==> src/rtl/bomb_pkg.sv <==
// Shared definitions for the BCD countdown sequencer: controller states,
// BCD digit constants and the preset digit clamp.
package bomb_pkg;

    typedef enum logic [2:0] {
        ST_IDLE    = 3'd0,
        ST_RUN     = 3'd1,
        ST_DEC     = 3'd2,
        ST_PAUSED  = 3'd3,
        ST_EXPIRED = 3'd4
    } state_t;

    localparam logic [3:0] BCD_MAX  = 4'd9;
    localparam logic [3:0] BCD_ZERO = 4'd0;

    // Out-of-range preset digits saturate to the largest legal BCD digit.
    function automatic logic [3:0] bcd_clamp(input logic [3:0] digit);
        return (digit > BCD_MAX) ? BCD_MAX : digit;
    endfunction

endpackage

==> src/rtl/bcd_digit_step.sv <==
// Single BCD digit decrement: zero wraps to nine and raises borrow_out so the
// caller moves on to the next more significant digit.
module bcd_digit_step
    import bomb_pkg::*;
(
    input  logic [3:0] digit_in,
    output logic [3:0] digit_out,
    output logic       borrow_out
);

    always_comb begin
        borrow_out = (digit_in == BCD_ZERO);
        digit_out  = borrow_out ? BCD_MAX : (digit_in - 4'd1);
    end

endmodule

==> src/rtl/bcd_countdown_sequencer.sv <==
// Countdown controller over a bank of BCD digits; each accepted tick borrows
// serially from the least significant digit, one digit per clock.
module bcd_countdown_sequencer
    import bomb_pkg::*;
#(
    parameter int DIGITS = 4
) (
    input  logic                clk,
    input  logic                async_nreset,
    input  logic                load,
    input  logic [4*DIGITS-1:0] preset,
    input  logic                start,
    input  logic                pause,
    input  logic                tick,
    output logic [4*DIGITS-1:0] count,
    output logic                running,
    output logic                expired,
    output logic                done,
    output logic                overrun
);

    localparam int IDX_W = (DIGITS > 1) ? $clog2(DIGITS) : 1;

    state_t              state, next_state;
    logic [IDX_W-1:0]    idx, next_idx;
    logic                pause_seen, next_pause_seen;
    logic [4*DIGITS-1:0] next_count;
    logic                next_overrun;

    logic [3:0]          cur_digit;
    logic [3:0]          step_digit;
    logic                step_borrow;
    logic [4*DIGITS-1:0] stepped_count;
    logic [4*DIGITS-1:0] clamped_preset;
    logic                count_zero;
    logic                stepped_zero;

    // Digit under the borrow pointer, and the bank with that digit stepped.
    always_comb begin
        cur_digit     = BCD_ZERO;
        stepped_count = count;
        for (int i = 0; i < DIGITS; i++) begin
            if (idx == IDX_W'(i)) begin
                cur_digit                = count[4*i +: 4];
                stepped_count[4*i +: 4]  = step_digit;
            end
        end
    end

    bcd_digit_step u_digit_step (
        .digit_in   (cur_digit),
        .digit_out  (step_digit),
        .borrow_out (step_borrow)
    );

    always_comb begin
        for (int i = 0; i < DIGITS; i++) begin
            clamped_preset[4*i +: 4] = bcd_clamp(preset[4*i +: 4]);
        end
    end

    assign count_zero   = (count == '0);
    assign stepped_zero = (stepped_count == '0);

    // NOTE: every signal this block drives gets a default first, so no path
    // leaves a value unassigned and no latch is inferred.
    always_comb begin
        next_state      = state;
        next_count      = count;
        next_idx        = idx;
        next_pause_seen = pause_seen;
        next_overrun    = overrun;

        if (load) begin
            next_state      = ST_IDLE;
            next_count      = clamped_preset;
            next_idx        = '0;
            next_pause_seen = 1'b0;
            next_overrun    = 1'b0;
        end else begin
            unique case (state)
                ST_IDLE, ST_PAUSED: begin
                    if (start && !pause) begin
                        next_state = count_zero ? ST_EXPIRED : ST_RUN;
                    end
                end
                ST_RUN: begin
                    if (pause) begin
                        next_state = ST_PAUSED;
                    end else if (tick) begin
                        next_state      = ST_DEC;
                        next_idx        = '0;
                        next_pause_seen = 1'b0;
                    end
                end
                ST_DEC: begin
                    if (tick) begin
                        next_overrun = 1'b1;
                    end
                    next_pause_seen = pause_seen | pause;
                    next_count      = stepped_count;
                    if (step_borrow) begin
                        next_idx = idx + IDX_W'(1);
                    end else begin
                        next_idx = '0;
                        if (stepped_zero) begin
                            next_state = ST_EXPIRED;
                        end else if (pause_seen || pause) begin
                            next_state = ST_PAUSED;
                        end else begin
                            next_state = ST_RUN;
                        end
                    end
                end
                ST_EXPIRED: begin
                    next_state = ST_EXPIRED;
                end
                default: begin
                    next_state = ST_IDLE;
                end
            endcase
        end
    end

    // NOTE: state is updated with non-blocking assignments so every register
    // samples the pre-edge values, independent of statement order.
    always_ff @(posedge clk or negedge async_nreset) begin
        if (!async_nreset) begin
            state      <= ST_IDLE;
            count      <= '0;
            idx        <= '0;
            pause_seen <= 1'b0;
            overrun    <= 1'b0;
            running    <= 1'b0;
            expired    <= 1'b0;
            done       <= 1'b0;
        end else begin
            state      <= next_state;
            count      <= next_count;
            idx        <= next_idx;
            pause_seen <= next_pause_seen;
            overrun    <= next_overrun;
            running    <= (next_state == ST_RUN) || (next_state == ST_DEC);
            expired    <= (next_state == ST_EXPIRED);
            done       <= (next_state == ST_EXPIRED) && (state != ST_EXPIRED);
        end
    end

endmodule

==> config.mk <==
export PLATFORM = sky130hd
export DESIGN_NAME = bcd_countdown_sequencer
export DESIGN_NICKNAME = d
export VERILOG_FILES = /design/src/rtl/bomb_pkg.sv /design/src/rtl/bcd_digit_step.sv /design/src/rtl/bcd_countdown_sequencer.sv
export SDC_FILE = /design/constraint.sdc
export NUM_CORES = 1
export LEC_CHECK = 0
export ABC_AREA = 0
export CAP_MARGIN = 40
export CELL_PAD_IN_SITES_DETAIL_PLACEMENT = 1
export CELL_PAD_IN_SITES_GLOBAL_PLACEMENT = 2
export CORE_MARGIN = 2
export CORE_UTILIZATION = 29
export CTS_CLUSTER_DIAMETER = 30
export DETAILED_ROUTE_END_ITERATION = 10
export PLACE_DENSITY = 0.87
export RECOVER_POWER = 25
export SLEW_MARGIN = 15
export SYNTH_ARGS = -nofsm -noshare
export SYNTH_HDL_FRONTEND = slang
export SYNTH_SLANG_ARGS = --single-unit
==> constraint.sdc <==
create_clock -name clk -period 3 [get_ports clk]
set_clock_uncertainty 0.05 [all_clocks]
set_input_delay 0.3 -clock clk [delete_from_list [all_inputs] [get_ports clk]]
set_output_delay 0.3 -clock clk [all_outputs]
set_load 0.01 [all_outputs]
==> results of run 1 <==
[stage by stage]
step | worst slack (ps) | area, µm² | std cells
final | 114 | 2370 | 331
after global routing | -31.9 | 2370 | 331
after CTS | 38.0 | 2360 | 331
after detailed placement | 67.9 | 2310 | 327
after global placement | 167 | 2310 | 327
after floorplan | 272 | 1790 | 213
[flip-flops by register name, summed over array words and instances, names as in the netlist]
register,cells
running,1
expired,1
done,1
idx,2
overrun,1
count,16
pause_seen,1
state,3
[worst max-delay path, cell delays in order (launching register included)]
cell       delay, ps
dfrtp_1          410
inv_1             90
ha_1             330
a211oi_1         280
a221oi_1         140
a21o_1           200
or4b_4           540
a2111oi_4        400
mux2_4           340
o21ai_2           60
[metal layers]
| metal | GRT usage, % | vias to the layer above | routed length (µm) |
|---|---|---|---|
| li1 | - | 859 | - |
| met1 | 25.3 | 876 | 2700 |
| met2 | 27.9 | 38 | 2580 |
| met3 | 1.63 | 8 | 137 |
| met4 | 6.56 | 0 | 89 |
| met5 | 0 | - | 0 |
[power by group through the flow]
stage | registers [mW] | clock network, mW | logic, mW
after global routing | 0.430 | 0.250 | 0.335
after floorplan | 0.426 | 0 | 0.147
final | 0.424 | 0.232 | 0.300
after detailed placement | 0.430 | 0 | 0.303
after CTS | 0.423 | 0.237 | 0.305
after global placement | 0.431 | 0 | 0.301
[synthesized netlist by cell type (2+ instances only)]
cell	number
a21oi_1	16
or3_1	3
o22ai_1	2
o21a_1	4
o211ai_1	2
nand3b_1	7
nor3_1	7
nor2b_1	7
inv_1	4
and3_1	2
o31ai_1	2
nor4_1	3
nor2_1	19
o21bai_1	2
o21ai_1	8
buf_2	2
a31oi_1	2
o21ai_0	15
o2bb2ai_1	2
a211oi_1	4
nand2b_1	2
clkbuf_1	7
mux2i_1	13
dfrtp_1	26
a21o_1	2
ha_1	4
nand2_1	27
[cells by family after synthesis]
logic type,count (synthesis)
xor gates and xnor gates,1
buffers and inverters,15
muxes,15
AOI/OAI and AO/OA,69
DFF,26
adders and majority gates,4
and+or+nand+nor,83
[final timing paths]
kind,from,endpoint,cells after the start
min reg2reg,overrun,overrun,2
min,overrun,overrun,2
max,idx[1],running,9
min in group asynchronous,async_nreset,count[6],2
max reg2reg,idx[1],running,9
max in group asynchronous,async_nreset,idx[1],2
[layout make-up]
class | count | area (µm²) | area share (%)
Clock buffer | 4 | 55.1 | 2.33
Inverter | 5 | 18.8 | 0.793
Multi-Input combinational cell | 172 | 1080 | 45.7
Sequential cell | 26 | 651 | 27.5
Tap cell | 75 | 93.8 | 3.97
Timing Repair Buffer | 49 | 467 | 19.7
==> out/qor.yml, run 1 <==
status:
  status: "finished with violations"
  violations: "capacitance limit, slew limit"
yosys:
  yosys-top-cells-area: "dfrtp_1 36%, mux2i_1 7.3%, nand2_1 5.7%, a21oi_1 4.5%, o21ai_0 4.2%"
  ys_async_sr_fraction_pct: 100
  syn_inst: 213
  yosys_register_bits: 26
  synth_top_family_by_area: "compound AO/OA/AOI/OAI gates"
  synth_fa_ha_area_share_pct: 2.79
  syn_nets: 239
  synth_compound_area_share_pct: 24.9
  yosys_most_used_dff: "dfrtp_1"
  ys_seq_area_share_pct: 36.3
  syn_area_um2: 1790
  synth_edf_count: 0
  avgSynthCellArea_um2: 8.42
  synth.area.mux_share_pct: 8.72
  synthXorXnorAreaFrac_pct: 0.488
  netlist.area_leader.share_pct: 36.3
  synth_warnings: 0
  synth_top_area_cell: "dfrtp_1"
  yosys.area_share.simple_pct: 23.1
  ys_types: 46
placed_design:
  place_congestion: 0.901
  dp_hpwl_um: 4290
  port_buffers: 41
finish:
  finalCoreUtilization_pct: 39.7
  final_cell_mix: "40 x clkdlybuf4s50_1, 27 x nand2_1, 26 x dfrtp_1, 19 x nor2_1, 16 x a21oi_1"
  insertedDiodeCount: 0
  drive_gt1_share_pct: 7.42
  area_growth_pct: 32.0
  fillerInstances: 725
  mostFrequentLayoutCell: "clkdlybuf4s50_1"
  nets: 283
pwr:
  power_switching_uw: 312
  pwr-share-clk_pct: 24.3
  p_seq_share_pct: 44.3
  p_int_uw: 645
  pwr-share-comb_pct: 31.4
  peakVddDrop_uv: 202
  power.density_nw_per_um2: 404
  leakagePower_nw: 1.00
  power_uw: 956
  switching_share_pct: 32.6
sta:
  relSlewSlack_pct: -1.31
  tightest_slew_ps: 1520
  timing.fmax_ghz: 0.346
  hold_viol_final: 0
  final_max_slew_viol_count: 27
  rsz0062_at_grt: "yes"
  min_period_ps: 2890
  holdWs_ps: 447
  finalSetupTns_ps: 0
  finalSetupViolCount: 0
  fin_crit_sh_pct: 96.2
drt:
  ant_nets: 0
  num_vias: 1781
  routed_wl_um: 5510
  drc: 0
  firstDrtPassIters: 5
  wire_per_inst_um: 16.7
  drt_iter0_drc: 114
  viasPerCell: 5.38
global_routing:
  grt_pass1_wl_um: 9180
  grt-ovfl-total: 0
  grt_pass1_vias: 1777
  grt_max_degree: 38
  grt_antenna_before_repair: 0
  track_usage_pct: 17.7
clocking:
  numCtsBuffers: 3
  cts_root_buffer: "clkbuf_8"
  path_clk_slew_ps: 90
  clock_path_buffers: 2
  cts_resized: 0
  insertion_delay_ps: 270
  htreeDepth: 1
  cts_tree: "built"
  cts_hold_buf: 0
  clock-sinks: 26
  post_cts.repair.setup_buffers: 0
die:
  core-area_um2: 5960
  die_w_um: 82.6
  die-area_um2: 6830
  io_pins: 42
  start_util_pct: 30.1
  rows: 28
  die_h_um: 82.6
job:
  drv_cap: 1
critical_path:
  critPathCaptureType: "flip-flop"
  path_max_fanout: 12
  start_kind: "flip-flop"
  arrival_ps: 3040
  worstPathRequired_ps: 3150
  regToRegSetupSlack_ps: 110
  critical_path_class: "flip-flop to flip-flop"
min_path:
  holdCritPathClass: "flip-flop to flip-flop"
No activity file was read; power rests on OpenSTA's default activity.
==> inputs of run 2 (changes only) <==
Settings changed: TNS_END_PERCENT set to 100.
==> results of run 2 <==
Same layout as run 1: the final DEF is identical, and so are final timing and power.
==> inputs of run 3 (changes only) <==
Clock period 3 ns to 2.99 ns, I/O delays scaled along.
==> run 3 against run 2 <==
  * The run still ends with capacitance limit, slew limit left
  * Maximum frequency up 2.7%
  * Worst setup slack better by 67 ps
  * Total power up 0.59%
  * Global-route usage unchanged
  * Clock power about the same
  * Non-clock buffer count unchanged
==> out/qor.yml, run 3 (synthesized netlist as in run 1, its figures left out) <==
status:
  status: "finished with violations"
  violations: "capacitance limit, slew limit"
finish:
  largest_reg_flops: 16  # unchanged
  regMostFlops: "count"
  register_area_um2: 651  # unchanged
  finalCoreUtilization_pct: 39.9  # +0.17 points
  fillerInstances: 724  # -0.14%
  nets: 283  # unchanged
  mostFrequentLayoutCell: "clkdlybuf4s50_1"
  largestRegisters: "count x16, state x3, idx x2"
  insertedDiodeCount: 0  # unchanged
  multi_input_area_um2: 1090  # +0.93%
  area_growth_pct: 32.5
  drive_gt1_share_pct: 8.59  # +1.2 points
  final_cell_mix: "40 x clkdlybuf4s50_1, 27 x nand2_1, 26 x dfrtp_1, 19 x nor2_1, 16 x a21oi_1"
critical_path:
  path_max_fanout: 14  # +2
  worstPathRequired_ps: 3140  # about the same
  critPathCaptureType: "flip-flop"
  critical_path_class: "flip-flop to flip-flop"
  r2r_start: "idx[0]"
  cp-startpoint: "idx[0]"
  start_kind: "flip-flop"
  arrival_ps: 2960  # -80 ps
global_routing:
  grt_antenna_before_repair: 0  # unchanged
  grt_max_degree: 38  # unchanged
  grt_use_met3_pct: 1.63  # unchanged
  track_usage_pct: 17.7  # unchanged
  grt.busiest_layer: "met2"
  use_met2_pct: 27.9  # unchanged
  grt_pass1_vias: 1777  # unchanged
  grt_pass1_wl_um: 9180  # unchanged
  grtUsageMet1_pct: 25.3  # unchanged
  grt-ovfl-total: 0  # unchanged
sta:
  final_max_slew_viol_count: 27  # unchanged
  holdWs_ps: 447  # -0.697 ps
  fin_ws_ps: 181  # +66.8 ps
  hold_viol_final: 0  # unchanged
  rsz0062_at_grt: "no"
  relSlewSlack_pct: -1.83  # -0.52 points
  tightest_slew_ps: 1530  # +7.76 ps
  finalSetupTns_ps: 0  # unchanged
  min_period_ps: 2810  # -76.8 ps
  finalSetupViolCount: 0  # unchanged
  fin_crit_sh_pct: 94.0  # -2.2 points
  timing.fmax_ghz: 0.356  # +2.7%
die:
  die_h_um: 82.6  # unchanged
  die-area_um2: 6830  # unchanged
  start_util_pct: 30.1  # unchanged
  core-area_um2: 5960  # unchanged
  die_w_um: 82.6  # unchanged
  io_pins: 42  # unchanged
  rows: 28  # unchanged
clocking:
  htreeDepth: 1  # unchanged
  cts_root_buffer: "clkbuf_8"
  cts_tree: "built"
  clock_path_buffers: 2  # unchanged
  insertion_delay_ps: 280  # about the same
  numCtsBuffers: 3  # unchanged
  post_cts.repair.setup_buffers: 0  # unchanged
  clock-sinks: 26  # unchanged
  path_clk_slew_ps: 90  # about the same
  cts_hold_buf: 0  # unchanged
pwr:
  switching_share_pct: 32.7  # +0.16 points
  peakVddDrop_uv: 203  # +0.88%
  p_int_uw: 647  # +0.36%
  power_switching_uw: 315  # +1.1%
  pwr-share-clk_pct: 24.3  # about the same
  leakagePower_nw: 1.00  # -0.14%
  pwr-share-comb_pct: 31.4  # about the same
  p_seq_share_pct: 44.2  # about the same
  power.density_nw_per_um2: 405  # +0.17%
drt:
  wire_per_inst_um: 16.9  # +1.6%
  num_vias: 1778  # -0.17%
  viasPerCell: 5.37  # -0.17%
  firstDrtPassIters: 4  # -1
  routed_wl_um: 5600  # +1.6%
  drc: 0  # unchanged
  drt_iter0_drc: 123  # +7.9%
  ant_nets: 0  # unchanged
placed_design:
  port_buffers: 41  # unchanged
  place_congestion: 0.901  # unchanged
  pre_cts_slack_ps: 57.9  # -10.0 ps
  dp_hpwl_um: 4290  # unchanged
job:
  drv_cap: 1  # unchanged
min_path:
  worstHoldStart: "overrun"
  holdCritPathClass: "flip-flop to flip-flop"
## run 3: timing repair
item	CTS	global route
resized for setup	0	5
setup endpoints to repair	0	6
hold endpoints to repair	0	0
## run 3: through the flow
| step | power (mW) | instances | area, µm² |
|---|---|---|---|
| global route | 1.02 | 331 | 2380 |
| global placement | 0.735 | 327 | 2310 |
| CTS | 0.969 | 331 | 2360 |
| finish | 0.962 | 331 | 2380 |
| detailed placement | 0.736 | 327 | 2310 |
| floorplan | 0.575 | 213 | 1790 |
## run 3: final timing paths
kind	end	slack, ps	depth (start not counted)
max	running	180	8
min	overrun	450	2
max reg2reg	running	180	8
min reg2reg	overrun	450	2
max in group asynchronous	pause_seen	1130	2
min in group asynchronous	count[6]	860	2
## run 3: layout make-up
class / count / share of cell area [%]
clock buffer: 4 / 2.32
inverter: 5 / 0.790
multi-input combinational: 172 / 45.9
sequential: 26 / 27.4
tap: 75 / 3.95
timing repair buffer: 49 / 19.6
## run 3: critical path, cell delays in order (launching register included)
cell,delay (ps)
dfrtp_1,420
ha_2,370
nor2b_1,270
a221oi_1,100
a21o_1,190
or4b_4,540
a2111oi_4,400
mux2_4,340
o21ai_2,50
## run 3: power by group through the flow
| stage | clock (mW) | sequential [mW] | combinational (mW) |
|---|---|---|---|
| after global routing | 0.251 | 0.432 | 0.336 |
| after global placement | 0 | 0.432 | 0.302 |
| after detailed placement | 0 | 0.431 | 0.304 |
| after floorplan | 0 | 0.428 | 0.147 |
| after CTS | 0.238 | 0.425 | 0.306 |
| final | 0.234 | 0.425 | 0.302 |
## run 3: metal layers
| metal | vias to the layer above | share of wire [%] |
|---|---|---|
| met2 | 40 | 47 |
| met5 | - | 0 |
| met3 | 4 | 3.0 |
| met4 | 0 | 1.2 |
| li1 | 861 | - |
| met1 | 873 | 49 |
